$ cat src/rtl/inst_fetch_unit_pkg.sv
// Shared constants and state encoding for the instruction fetch stage.
// Default widths are sized for a small on-chip instruction memory.
package inst_fetch_unit_pkg;

   localparam int MEM_ADDR_WIDTH = 8;
   localparam int IMEM_DEPTH_DEF = 16;
   localparam int WORD_WIDTH     = 32;

   localparam logic [31:0] FETCH_RESET_PC = 32'h0000_0000;
   localparam logic [31:0] INST_NOP       = 32'h0000_0013;

   typedef enum logic [1:0] {
      FS_IDLE   = 2'd0,
      FS_RUN    = 2'd1,
      FS_HALTED = 2'd2,
      FS_FAULT  = 2'd3
   } fetch_state_t;

endpackage

$ cat src/rtl/inst_fetch_unit_if_id_reg.sv
// IF/ID pipeline register with valid/ready handshake.
// A flush overrides load, and load overrides the drain caused by ready.
module inst_fetch_unit_if_id_reg #(
   parameter int XLEN = 32
) (
   input  logic            clk,
   input  logic            rst_n,
   input  logic            load,
   input  logic            flush,
   input  logic            ready,
   input  logic [XLEN-1:0] inst_d,
   input  logic [XLEN-1:0] pc_d,
   output logic            valid,
   output logic [XLEN-1:0] inst,
   output logic [XLEN-1:0] pc
);

   logic            valid_reg;
   logic [XLEN-1:0] inst_reg;
   logic [XLEN-1:0] pc_reg;

   always_ff @(posedge clk or negedge rst_n) begin
      if (!rst_n) begin
         valid_reg <= 1'b0;
         inst_reg  <= '0;
         pc_reg    <= '0;
      end else if (flush) begin
         valid_reg <= 1'b0;
      end else if (load) begin
         valid_reg <= 1'b1;
         inst_reg  <= inst_d;
         pc_reg    <= pc_d;
      end else if (ready) begin
         valid_reg <= 1'b0;
      end
   end

   assign valid = valid_reg;
   assign inst  = inst_reg;
   assign pc    = pc_reg;

endmodule

$ cat src/rtl/inst_fetch_unit.sv
// Fetch stage: PC register and control FSM feeding a combinational instruction
// memory, with the fetched word captured into the IF/ID register.
module inst_fetch_unit
   import inst_fetch_unit_pkg::*;
#(
   parameter int              ADDR_WIDTH = MEM_ADDR_WIDTH,
   parameter int              IMEM_DEPTH = IMEM_DEPTH_DEF,
   parameter int              XLEN       = WORD_WIDTH,
   parameter logic [XLEN-1:0] RESET_PC   = XLEN'(FETCH_RESET_PC)
) (
   input  logic                  clk,
   input  logic                  rst_n,
   input  logic                  start_i,
   input  logic                  halt_i,
   input  logic                  redirect_valid_i,
   input  logic [XLEN-1:0]       redirect_pc_i,
   output logic [ADDR_WIDTH-1:0] imem_addr_o,
   input  logic [XLEN-1:0]       imem_inst_i,
   output logic                  if_id_valid_o,
   input  logic                  if_id_ready_i,
   output logic [XLEN-1:0]       if_id_inst_o,
   output logic [XLEN-1:0]       if_id_pc_o,
   output logic                  fault_o,
   output logic [XLEN-1:0]       fault_pc_o,
   output logic [1:0]            state_o
);

   localparam logic [XLEN-3:0] DEPTH_LIMIT = (XLEN-2)'(IMEM_DEPTH);
   localparam logic [XLEN-1:0] PC_STEP     = XLEN'(4);

   fetch_state_t    state_reg;
   logic [XLEN-1:0] pc_reg;
   logic            fault_reg;
   logic [XLEN-1:0] fault_pc_reg;

   logic can_load;
   logic fault_cond;
   logic load;
   logic flush;

   assign can_load   = !if_id_valid_o || if_id_ready_i;
   assign fault_cond = (pc_reg[1:0] != 2'b00) || (pc_reg[XLEN-1:2] >= DEPTH_LIMIT);

   // Halt beats redirect, redirect beats fault, fault beats fetch.
   always_comb begin
      load  = 1'b0;
      flush = 1'b0;
      if (state_reg == FS_RUN && !halt_i) begin
         if (redirect_valid_i)
            flush = 1'b1;
         else if (!fault_cond && can_load)
            load = 1'b1;
      end
   end

   always_ff @(posedge clk or negedge rst_n) begin
      if (!rst_n) begin
         state_reg    <= FS_IDLE;
         pc_reg       <= RESET_PC;
         fault_reg    <= 1'b0;
         fault_pc_reg <= '0;
      end else begin
         case (state_reg)
            FS_IDLE: begin
               if (start_i)
                  state_reg <= FS_RUN;
            end
            FS_RUN: begin
               if (halt_i) begin
                  state_reg <= FS_HALTED;
               end else if (redirect_valid_i) begin
                  pc_reg <= redirect_pc_i;
               end else if (fault_cond) begin
                  state_reg    <= FS_FAULT;
                  fault_reg    <= 1'b1;
                  fault_pc_reg <= pc_reg;
               end else if (can_load) begin
                  pc_reg <= pc_reg + PC_STEP;
               end
            end
            default: state_reg <= state_reg;
         endcase
      end
   end

   inst_fetch_unit_if_id_reg #(.XLEN(XLEN)) u_if_id_reg (
      .clk    (clk),
      .rst_n  (rst_n),
      .load   (load),
      .flush  (flush),
      .ready  (if_id_ready_i),
      .inst_d (imem_inst_i),
      .pc_d   (pc_reg),
      .valid  (if_id_valid_o),
      .inst   (if_id_inst_o),
      .pc     (if_id_pc_o)
   );

   assign imem_addr_o = pc_reg[ADDR_WIDTH+1:2];
   assign fault_o     = fault_reg;
   assign fault_pc_o  = fault_pc_reg;
   assign state_o     = state_reg;

endmodule
$ cat config.mk
export PLATFORM = sky130hd
export DESIGN_NAME = inst_fetch_unit
export DESIGN_NICKNAME = d
export VERILOG_FILES = /design/src/rtl/inst_fetch_unit_pkg.sv /design/src/rtl/inst_fetch_unit_if_id_reg.sv /design/src/rtl/inst_fetch_unit.sv
export SDC_FILE = /design/constraint.sdc
export NUM_CORES = 1
export LEC_CHECK = 0
export CORE_MARGIN = 10
export CORE_UTILIZATION = 45
export DETAILED_ROUTE_END_ITERATION = 12
export PLACE_DENSITY_LB_ADDON = 0.25
export SLEW_MARGIN = 40
export SYNTH_ARGS = -nofsm -noshare
export SYNTH_HDL_FRONTEND = slang
export SYNTH_SLANG_ARGS = --single-unit
$ cat constraint.sdc
create_clock -name clk -period 2.88 [get_ports clk]
set_clock_uncertainty 0.1 [all_clocks]
set_input_delay 0.432 -clock clk [delete_from_list [all_inputs] [get_ports clk]]
set_output_delay 0.432 -clock clk [all_outputs]
set_load 0.02 [all_outputs]
Word-level counts from Yosys, hierarchy flattened
Cells that the tools add are included.
{"block": "totals", "register_bits": 132, "latch_bits": 0, "ramBits": 0, "romBits": 0, "mem_count": 0}
{"block": "op_classes", "n_addsub": 1, "multipliers": 0, "div": 0, "order_cmp": 1, "eq_ne": 5, "shift": 0, "n_mux": 16, "bitwise": 3, "reduce_logical": 16}
{"operator": "32-bit two-way mux", "count": 3}
{"operator": "32-bit by 3-bit adder with 32-bit output (second input constant)", "count": 1}
{"operator": "30-bit by 5-bit >= comparator with 1-bit output (second input constant)", "count": 1}
{"operator": "4-bit AND reduction", "count": 3}
{"operator": "1-bit two-way mux", "count": 8}
{"operator": "2-bit two-way mux", "count": 4}
{"operator": "3-bit inequality test (second input constant)", "count": 2}
{"operator": "2-bit nonzero test", "count": 3}
{"operator": "2-bit inequality test (second input constant)", "count": 2}
{"operator": "2-bit case mux with 2 select lines", "count": 1}
{"operator": "1-bit zero test", "count": 3}
{"operator": "1-bit NOT", "count": 3}
{"operator": "3-bit nonzero test", "count": 1}
{"operator": "2-bit by 1-bit == test with 1-bit output (second input constant)", "count": 1}
{"operator": "1-bit logical AND", "count": 2}
{"operator": "2-bit zero test", "count": 1}
{"operator": "1-bit logical OR", "count": 2}
{"operator": "2-bit AND reduction", "count": 1}

Longest topological paths before layout
Gate-level depths: netlist of the first run.
{"block": "logic_depth", "ltp_word": 9, "mapped_depth": 5, "mapped_depth_nobuf": 4}

Hierarchy
A second synthesis of the first run with hierarchy kept.
{"block": "hier_totals", "cells_unflattened": 414, "hier_area_um2": 5703.0}
{"module": "inst_fetch_unit", "instances": 1, "cells_per_inst": 274, "area_per_inst_um2": 2961.6}
{"module": "inst_fetch_unit_if_id_reg", "instances": 1, "cells_per_inst": 140, "area_per_inst_um2": 2741.4}

Worst setup path after synthesis of the first run
OpenSTA, ideal clock, no wires.
{"block": "synth_timing", "path_kind": "reg-to-reg", "startpoint": "register pc_reg[8]", "endpoint": "register u_if_id_reg.inst_reg[13] (netlist: u_if_id_reg.inst[13])", "arrival_ns": 1.930, "required_time_ns": 2.655, "path_slack_ns": 0.725, "path_stages_with_launch": 6, "path_buffers": 1, "synth_period_minus_slack_ns": 2.155, "cell_sequence": "dfrtp_1 > nor4_1 > nand4_2 > nor3_4 > buf_6 > mux2_2"}
{"block": "synth_between", "elab_chain_len": 8}
{"element": "start: declaration", "line_no": "inst_fetch_unit.sv:32", "text": "logic [XLEN-1:0] pc_reg;"}
{"element": "start signal: assignment", "line_no": "inst_fetch_unit.sv:72", "text": "pc_reg <= redirect_pc_i;"}
{"element": "start signal: assignment", "line_no": "inst_fetch_unit.sv:78", "text": "pc_reg <= pc_reg + PC_STEP;"}
{"element": "30-bit by 5-bit >= comparator with 1-bit output", "line_no": "inst_fetch_unit.sv:42", "text": "assign fault_cond = (pc_reg[1:0] != 2'b00) || (pc_reg[XLEN-1:2] >= DEPTH_LIMIT);"}
{"element": "1-bit logical OR", "line_no": "inst_fetch_unit.sv:42"}
{"element": "1-bit zero test", "line_no": "inst_fetch_unit.sv:51", "text": "else if (!fault_cond && can_load)"}
{"element": "1-bit logical AND", "line_no": "inst_fetch_unit.sv:51"}
{"element": "1-bit two-way mux", "line_no": "inst_fetch_unit.sv:51"}
{"element": "1-bit two-way mux", "line_no": "inst_fetch_unit.sv:49", "text": "if (redirect_valid_i)"}
{"element": "1-bit two-way mux", "line_no": "inst_fetch_unit.sv:48", "text": "if (state_reg == FS_RUN && !halt_i) begin"}
{"element": "2-bit AND reduction (no line)"}
{"element": "end signal: assignment", "line_no": "inst_fetch_unit_if_id_reg.sv:31", "text": "inst_reg <= inst_d;"}
{"element": "end: declaration", "line_no": "inst_fetch_unit_if_id_reg.sv:19", "text": "logic [XLEN-1:0] inst_reg;"}
Every way passes these cells.
A chain may end at the register's enable or synchronous reset.

Worst setup path after layout of the first run
{"block": "layout_timing", "startpoint": "register pc_reg[18]", "endpoint": "register u_if_id_reg.inst_reg[2] (netlist: u_if_id_reg.inst[2])"}
Same word-level chain as after synthesis.

==> metrics.txt, run 1 <==
# TYPE chip_impl_metric gauge
chip_impl_info{name="status",value="completed"} 1
chip_impl_metric{name="leakagePower",unit="nW"} 3.552
chip_impl_info{name="clk_root_buffer_cell",value="clkbuf_16"} 1
chip_impl_info{name="dr.max_layer_used",value="met4"} 1
chip_impl_metric{name="postCtsResizedCells",unit=""} 0
chip_impl_info{name="tritoncts",value="yes"} 1
chip_impl_metric{name="wire_length_of_the_first_global_routing_pass",unit="µm"} 20530
chip_impl_metric{name="synth-seq-area-share",unit="%"} 64.98
chip_impl_metric{name="total_congestion_overflow_after_global_routing",unit=""} 0
chip_impl_metric{name="gr-usage-all-layers",unit="%"} 16.46
chip_impl_metric{name="area_growth_syn_to_layout",unit="%"} 49.86
chip_impl_metric{name="die-width",unit="µm"} 126.3
chip_impl_info{name="critPathSlowestCell",value="nor4_1"} 1
chip_impl_metric{name="worst-r2r-setup-slack",unit="ns"} 0.43
chip_impl_info{name="delay_heaviest_family_cp",value="simple AND/OR/NAND/NOR gates"} 1
chip_impl_metric{name="synth.ff_latch_count",unit=""} 132
chip_impl_info{name="critical_path.reg2reg.endpoint",value="u_if_id_reg.inst[2]$_DFFE_PN0P_"} 1
chip_impl_info{name="post-synth-top-area-cell",value="dfrtp_1"} 1
chip_impl_metric{name="syn-mean-instance-area",unit="µm²"} 15.31
chip_impl_metric{name="antennaDiodeCount",unit=""} 0
chip_impl_metric{name="highest_attainable_clock_frequency",unit="MHz"} 408.3
chip_impl_metric{name="ir_worst_vdd",unit="µV"} 419.9
chip_impl_metric{name="wire_per_inst",unit="µm"} 19.02
chip_impl_metric{name="count_of_input_and_output_buffers",unit=""} 177
chip_impl_metric{name="dp_hpwl",unit="µm"} 9513
chip_impl_metric{name="design.die.area",unit="µm²"} 15950
chip_impl_metric{name="nets",unit=""} 591
chip_impl_metric{name="cpPeakStageDelay",unit="ns"} 0.46
chip_impl_metric{name="met2RoutedLength",unit="µm"} 6534
chip_impl_info{name="layout.cells.most_common_list",value="clkdlybuf4s50_1, dfrtp_1, mux2_2, nor2b_1, clkbuf_16"} 1
chip_impl_info{name="hp-class",value="reg2reg"} 1
chip_impl_metric{name="synthesis.nets",unit=""} 404
chip_impl_metric{name="maxSlewHeadroom",unit="%"} 57.29
chip_impl_metric{name="cts-buffers-inserted",unit=""} 17
chip_impl_info{name="r2r-start",value="pc_reg[18]$_DFFE_PN0P_"} 1
chip_impl_metric{name="io-pin-count",unit=""} 178
chip_impl_info{name="critical_path.endpoint",value="u_if_id_reg.inst[2]$_DFFE_PN0P_"} 1
chip_impl_info{name="rsz0062_at_grt",value="no"} 1
chip_impl_metric{name="first_pass_iters",unit=""} 4
chip_impl_metric{name="drt_wl_total",unit="µm"} 12760
chip_impl_info{name="crit_path_launch_type",value="flop"} 1
chip_impl_metric{name="cts_hold_buf",unit=""} 1
chip_impl_metric{name="timing.critical_path.buf_inv",unit=""} 2
chip_impl_metric{name="remaining_drc_errors",unit=""} 0
chip_impl_metric{name="cts_max_path_buffers",unit=""} 2
chip_impl_metric{name="final_cell_area",unit="µm²"} 7619
chip_impl_metric{name="tns",unit="ns"} 0
chip_impl_metric{name="cts.clk_slew.worst_paths",unit="ns"} 0.06
chip_impl_info{name="timing.critical_path.cells",value="nor4_1 > nand4_2 > buf_4 > nor3_4 > buf_12 > mux2_2"} 1
chip_impl_metric{name="post_synth_inst_count",unit=""} 332
chip_impl_metric{name="clock_sink_count",unit=""} 132
chip_impl_metric{name="rows",unit=""} 38
chip_impl_metric{name="initial_core_util",unit="%"} 46.49
chip_impl_metric{name="crit_path_arrival_time",unit="ns"} 2.63
chip_impl_metric{name="first_iter_violations",unit=""} 128
chip_impl_metric{name="final.period_utilization",unit="%"} 85.05
chip_impl_info{name="criticalPathCategory",value="reg2reg"} 1
chip_impl_metric{name="antenna_violating_nets_post_route",unit=""} 0
chip_impl_metric{name="placedInstanceArea",unit="µm²"} 7029
chip_impl_metric{name="synthesis.area",unit="µm²"} 5084
chip_impl_metric{name="postCtsSetupBuffers",unit=""} 0
chip_impl_metric{name="finalHoldViolCount",unit=""} 0
chip_impl_metric{name="count_of_distinct_cell_types_in_the_synthesized_netlist",unit=""} 32
chip_impl_metric{name="synthDominantCellAreaShare",unit="%"} 64.98
chip_impl_metric{name="core_area",unit="µm²"} 10940
chip_impl_info{name="synth_top_cells_by_area",value="dfrtp_1, mux2_2, nor2b_1"} 1
chip_impl_metric{name="skew_pair_late_insertion_delay",unit="ns"} 0.41
chip_impl_metric{name="ctsHtreeMaxLevel",unit=""} 4
chip_impl_metric{name="worst-r2r-cell-count",unit=""} 6
chip_impl_info{name="timing.critical_path.from",value="pc_reg[18]$_DFFE_PN0P_"} 1
chip_impl_metric{name="final_period_minus_worst_setup_slack",unit="ns"} 2.449
chip_impl_metric{name="vias_in_the_first_global_route",unit=""} 3693
chip_impl_metric{name="met3_layer_wire_length_in_the_routed_design",unit="µm"} 982
chip_impl_metric{name="grt_start_max_net_pins",unit=""} 73
chip_impl_metric{name="report.final.slew_viol_count",unit=""} 0
chip_impl_metric{name="powerDensity",unit="nW/µm²"} 594.1
chip_impl_metric{name="yosysWarningCount",unit=""} 0
chip_impl_metric{name="drive_gt1_share",unit="%"} 26.37
chip_impl_metric{name="setup_violations",unit=""} 0
chip_impl_metric{name="vias",unit=""} 3337
chip_impl_metric{name="path_max_fanout",unit=""} 64
chip_impl_metric{name="die_h",unit="µm"} 126.3
chip_impl_metric{name="cp_required",unit="ns"} 3.06
chip_impl_metric{name="worstSetupPathDepth",unit=""} 6
chip_impl_metric{name="final_replace_weighted_congestion",unit=""} 0.7985
chip_impl_metric{name="max_cap_violations",unit=""} 0
chip_impl_metric{name="route.detailed.vias_per_inst",unit=""} 4.973
chip_impl_metric{name="initial_antenna_violation_count",unit=""} 0
chip_impl_info{name="timing.critical_path.to_type",value="flop"} 1
chip_impl_metric{name="wl_met1",unit="µm"} 4999
chip_impl_metric{name="timing_worst_slew_pin_value",unit="ns"} 0.6406
chip_impl_info{name="commonest_non_fill_non_tap_cell_in_the_layout",value="clkdlybuf4s50_1"} 1
-- how the worst min path moves through the flow --
stage	from	to	slack, ns	cells after the start
2_1_floorplan	rst_n	fault_o$_DFFE_PN0P_	0.04	0
3_5_place_dp	fault_o$_DFFE_PN0P_	fault_o$_DFFE_PN0P_	0.36	1
4_1_cts	fault_o$_DFFE_PN0P_	fault_o$_DFFE_PN0P_	0.38	1
6_report	fault_o$_DFFE_PN0P_	fault_o$_DFFE_PN0P_	0.37	1
3_3_place_gp	fault_o$_DFFE_PN0P_	fault_o$_DFFE_PN0P_	0.36	1
5_1_grt	fault_o$_DFFE_PN0P_	fault_o$_DFFE_PN0P_	0.41	1
-- final cells by class --
class | count | area, µm²
Multi-Input combinational cell | 176 | 1623
Fill cell | 795 | 3317
Clock buffer | 23 | 478.0
Clock inverter | 8 | 101.3
Inverter | 4 | 15.01
Tap cell | 140 | 175.2
Sequential cell | 132 | 3303
Timing Repair Buffer | 188 | 1923
-- stage by stage --
stage,instances,worst slack (ns),power [W],hold slack [ns],util [%]
floorplan,332,0.7249,0.002202,0.03641,-
global placement,637,0.1917,0.002469,0.3640,63.78
detailed placement,639,0.1138,0.002482,0.3637,64.28
CTS,671,0.4138,0.004578,0.3825,69.67
global route,671,0.3022,0.004697,0.4125,69.67
finish,671,0.4306,0.004526,0.3742,69.67
-- synth_stat cells (all sizes together) --
| library cell | instances |
|---|---|
| or3b | 1 |
| o311ai | 2 |
| nor2 | 3 |
| or4 | 1 |
| a22oi | 2 |
| nand4 | 3 |
| nand4b | 2 |
| nand3 | 1 |
| a2bb2oi | 1 |
| nor3b | 1 |
| nand2b | 1 |
| a31oi | 3 |
| o21ai | 5 |
| nand2 | 5 |
| mux2i | 1 |
| ha | 2 |
| nor2b | 30 |
| dfrtp | 132 |
| buf | 20 |
| or2 | 1 |
| mux2 | 95 |
| nor3 | 2 |
| nor4 | 7 |
| o211ai | 5 |
| a21oi | 2 |
| inv | 4 |
-- power by group --
part           leakage [nW]  internal, W  switching (W)  total [W]
Combinational          1.49     0.000247       0.000196   0.000442
Sequential             1.78      0.00194      0.0000601    0.00200
Clock                 0.275      0.00134       0.000747    0.00208
Total                  3.55      0.00352        0.00100    0.00453
-- metal layers --
| layer | GRT usage [%] | vias to the layer above |
|---|---|---|
| met1 | 18.46 | 1656 |
| met2 | 27.05 | 120 |
| li1 | - | 1543 |
| met5 | 0 | - |
| met4 | 7.033 | 0 |
| met3 | 6.837 | 18 |
-- cell families (layout without fill, tap and decap cells) --
family          count (synthesis)  in the layout  synth area share (%)
flops                         132            132                 64.98
mux                            96             96                 21.24
simple gates                   58             58                 7.310
buf+inv                        24            223                 3.298
compound gates                 20             20                 2.683
fa+ha+maj                       2              2                0.4922
Note: power is estimated with default switching activity, not from simulation.
==> run 2, diff against run 1 <==
CORE_UTILIZATION = 60   (was 45)
DONT_BUFFER_PORTS = 1   (was default)
GPL_ROUTABILITY_DRIVEN = 1   (was default)
clock period = 2.92 ns   (was 2.88 ns; I/O delays follow)
==> run 2 against run 1 <==
The flow now finishes with violations (negative hold slack). Sequential share of layout area grew 8.3 points. Non-clock buffer count shrank 117. Power shrank 3.5%. Via count shrank 13%. Wire length shrank 9.4%. Critical path type unchanged.
==> metrics.txt, run 2 (synthesized netlist as in run 1, its figures left out) <==
# TYPE chip_impl_metric gauge
chip_impl_metric{name="first_pass_iters",unit=""} 4
chip_impl_metric{name="drt_wl_total",unit="µm"} 11560
chip_impl_metric{name="report.final.slew_viol_count",unit=""} 0
chip_impl_metric{name="maxSlewHeadroom",unit="%"} 65.64
chip_impl_metric{name="placedInstanceArea",unit="µm²"} 5142
chip_impl_metric{name="worst_hold_slack",unit="ns"} -0.4709
chip_impl_metric{name="nets",unit=""} 474
chip_impl_metric{name="initial_core_util",unit="%"} 61.87
chip_impl_metric{name="cellInternalPower",unit="W"} 0.003402
chip_impl_metric{name="final_replace_weighted_congestion",unit=""} 0.7655
chip_impl_metric{name="power.share.sequential",unit="%"} 46.8
chip_impl_metric{name="tns",unit="ns"} 0
chip_impl_metric{name="first_iter_violations",unit=""} 192
chip_impl_metric{name="ir_worst_vdd",unit="µV"} 547.0
chip_impl_metric{name="final_period_minus_worst_setup_slack",unit="ns"} 2.500
chip_impl_metric{name="vias",unit=""} 2908
chip_impl_info{name="critPathSlowestCell",value="dfrtp_1"} 1
chip_impl_metric{name="skew_pair_late_insertion_delay",unit="ns"} 0.50
chip_impl_metric{name="wire_per_inst",unit="µm"} 22.20
chip_impl_metric{name="remaining_drc_errors",unit=""} 0
chip_impl_info{name="timing.critical_path.to_type",value="flop"} 1
chip_impl_metric{name="power.share.switching",unit="%"} 22.15
chip_impl_metric{name="cp_required",unit="ns"} 3.20
chip_impl_info{name="timing.critical_path.cells",value="nor4_1 > nand4_2 > nor3_4 > buf_12 > mux2_2"} 1
chip_impl_metric{name="rows",unit=""} 33
chip_impl_info{name="crit_path_launch_type",value="flop"} 1
chip_impl_metric{name="p_clk_share",unit="%"} 48.3
chip_impl_metric{name="ctsHtreeMaxLevel",unit=""} 4
chip_impl_metric{name="highest_attainable_clock_frequency",unit="MHz"} 400.0
chip_impl_metric{name="die-width",unit="µm"} 112.0
chip_impl_metric{name="io-pin-count",unit=""} 178
chip_impl_metric{name="timing_worst_slew_pin_value",unit="ns"} 0.5154
chip_impl_metric{name="die_h",unit="µm"} 112.0
chip_impl_info{name="failed_checks",value="negative hold slack"} 1
chip_impl_metric{name="drive_gt1_share",unit="%"} 33.01
chip_impl_metric{name="gr-usage-all-layers",unit="%"} 18.53
chip_impl_info{name="critical_path.reg2reg.endpoint",value="u_if_id_reg.inst[1]$_DFFE_PN0P_"} 1
chip_impl_metric{name="antenna_violating_nets_post_route",unit=""} 0
chip_impl_metric{name="total_congestion_overflow_after_global_routing",unit=""} 0
chip_impl_info{name="status",value="complete, but fails checks"} 1
chip_impl_metric{name="final.period_utilization",unit="%"} 85.61
chip_impl_metric{name="cts.clk_slew.worst_paths",unit="ns"} 0.06
chip_impl_metric{name="cpPeakStageDelay",unit="ns"} 0.50
chip_impl_metric{name="dp_hpwl",unit="µm"} 7765
chip_impl_metric{name="grt_start_max_net_pins",unit=""} 133
chip_impl_metric{name="vias_in_the_first_global_route",unit=""} 3261
chip_impl_metric{name="worst-r2r-setup-slack",unit="ns"} 0.42
chip_impl_metric{name="leakagePower",unit="nW"} 3.150
chip_impl_metric{name="cts_max_path_buffers",unit=""} 2
chip_impl_metric{name="wire_length_of_the_first_global_routing_pass",unit="µm"} 18460
chip_impl_info{name="r2r-start",value="pc_reg[8]$_DFFE_PN0P_"} 1
chip_impl_info{name="clk_root_buffer_cell",value="clkbuf_8"} 1
chip_impl_info{name="layout.cells.most_common_list",value="dfrtp_1, mux2_2, dlygate4sd3_1, nor2b_1, clkbuf_16"} 1
chip_impl_metric{name="core_area",unit="µm²"} 8217
chip_impl_info{name="criticalPathCategory",value="reg2reg"} 1
chip_impl_metric{name="worst-r2r-cell-count",unit=""} 5
chip_impl_metric{name="final_cell_area",unit="µm²"} 6395
chip_impl_metric{name="count_of_input_and_output_buffers",unit=""} 0
chip_impl_metric{name="design.die.area",unit="µm²"} 12550
chip_impl_metric{name="switchingPower",unit="W"} 0.0009676
chip_impl_info{name="commonest_non_fill_non_tap_cell_in_the_layout",value="dfrtp_1"} 1
chip_impl_metric{name="finalHoldViolCount",unit=""} 132
chip_impl_metric{name="area_growth_syn_to_layout",unit="%"} 25.79
chip_impl_metric{name="comb_power_share",unit="%"} 4.9
chip_impl_metric{name="crit_path_arrival_time",unit="ns"} 2.78
chip_impl_info{name="rsz0062_at_grt",value="no"} 1
chip_impl_metric{name="path_max_fanout",unit=""} 64
chip_impl_info{name="hp-class",value="in2async"} 1
chip_impl_metric{name="powerDensity",unit="nW/µm²"} 683.3
chip_impl_metric{name="initial_antenna_violation_count",unit=""} 1
chip_impl_metric{name="fillCellCount",unit=""} 483
chip_impl_metric{name="max_cap_violations",unit=""} 0
chip_impl_metric{name="route.detailed.vias_per_inst",unit=""} 5.582
chip_impl_info{name="tritoncts",value="yes"} 1
chip_impl_metric{name="cts-buffers-inserted",unit=""} 17
chip_impl_metric{name="clock_sink_count",unit=""} 132
chip_impl_metric{name="setup_violations",unit=""} 0
==> run 2: cell count changes in the layout (fill, tap and decap cells not counted), sizes merged, moves of 2 or more <==
cell | before | now
clkbuf | 23 | 21
buf | 11 | 6
clkdlybuf4s50 | 176 | 0
dlygate4sd3 | 1 | 65
inv | 4 | 6
==> run 2: cell type report <==
class                           instances  area [µm²]  share of cell area (%)
Clock inverter                         11       150.1                   2.348
Timing Repair Buffer                   71       720.7                   11.27
Inverter                                4       15.01                  0.2348
Tap cell                              105       131.4                   2.054
Sequential cell                       132        3303                   51.65
Antenna cell                            1       2.502                 0.03913
Clock buffer                           21       449.2                   7.024
Multi-Input combinational cell        176        1623                   25.38
==> run 2: per-stage QoR <==
stage               total power [W]  cells  setup slack [ns]  hold WS [ns]  utilization (%)
finish                     0.004369    521            0.4203       -0.4709            77.83
floorplan                  0.002172    332            0.7649       0.04241                -
detailed placement         0.002219    423            0.4106       0.04665            62.59
global route               0.004533    521            0.2351       -0.5083            77.83
CTS                        0.004405    519            0.3797       -0.4940            77.68
global placement           0.002210    423            0.5100       0.04707            62.59
==> run 2: routing by layer <==
metal | GRT usage (%) | part of all wire [%]
met5 | 0 | 0
met4 | 5.922 | 0.74
met3 | 9.425 | 10
met2 | 30.92 | 52
met1 | 20.16 | 37
==> run 2: worst max path at each step <==
stage | to | from | slack, ns | cells past startpoint
6_report | u_if_id_reg.inst[1]$_DFFE_PN0P_ | pc_reg[8]$_DFFE_PN0P_ | 0.42 | 5
3_5_place_dp | u_if_id_reg.inst[1]$_DFFE_PN0P_ | pc_reg[8]$_DFFE_PN0P_ | 0.41 | 5
4_1_cts | u_if_id_reg.inst[1]$_DFFE_PN0P_ | pc_reg[8]$_DFFE_PN0P_ | 0.38 | 5
3_3_place_gp | u_if_id_reg.inst[9]$_DFFE_PN0P_ | pc_reg[8]$_DFFE_PN0P_ | 0.51 | 5
5_1_grt | u_if_id_reg.inst[1]$_DFFE_PN0P_ | pc_reg[27]$_DFFE_PN0P_ | 0.24 | 5
2_1_floorplan | u_if_id_reg.inst[13]$_DFFE_PN0P_ | pc_reg[8]$_DFFE_PN0P_ | 0.76 | 5
==> run 2: worst max-delay path, delay by kind of cell (launching register included) <==
family                 cells  cell delay [ns]
AND/OR/NAND/NOR            3             1.05
flip-flops                 1             0.50
multiplexers               1             0.39
buffers and inverters      1             0.31
==> run 2: power groups by stage <==
stage	Clock, W	Combinational [W]	Sequential (W)
floorplan	0	0.000130	0.00204
CTS	0.00215	0.000210	0.00205
global route	0.00224	0.000231	0.00206
global placement	0	0.000133	0.00208
detailed placement	0	0.000139	0.00208
finish	0.00211	0.000212	0.00205
==> run 2: repair_timing <==
action / 4_1_cts / 5_1_grt
endpoints found under the hold margin: 197 / 133
gates resized for setup: 0 / 0
hold buffers: 64 / 1
setup buffers: 0 / 0
endpoints found under the setup margin: 0 / 0
==> run 3, diff against run 2 <==
ABC_AREA = 0   (was default)
==> results of run 3 <==
Final layout, timing and power as in run 2 (identical DEF).
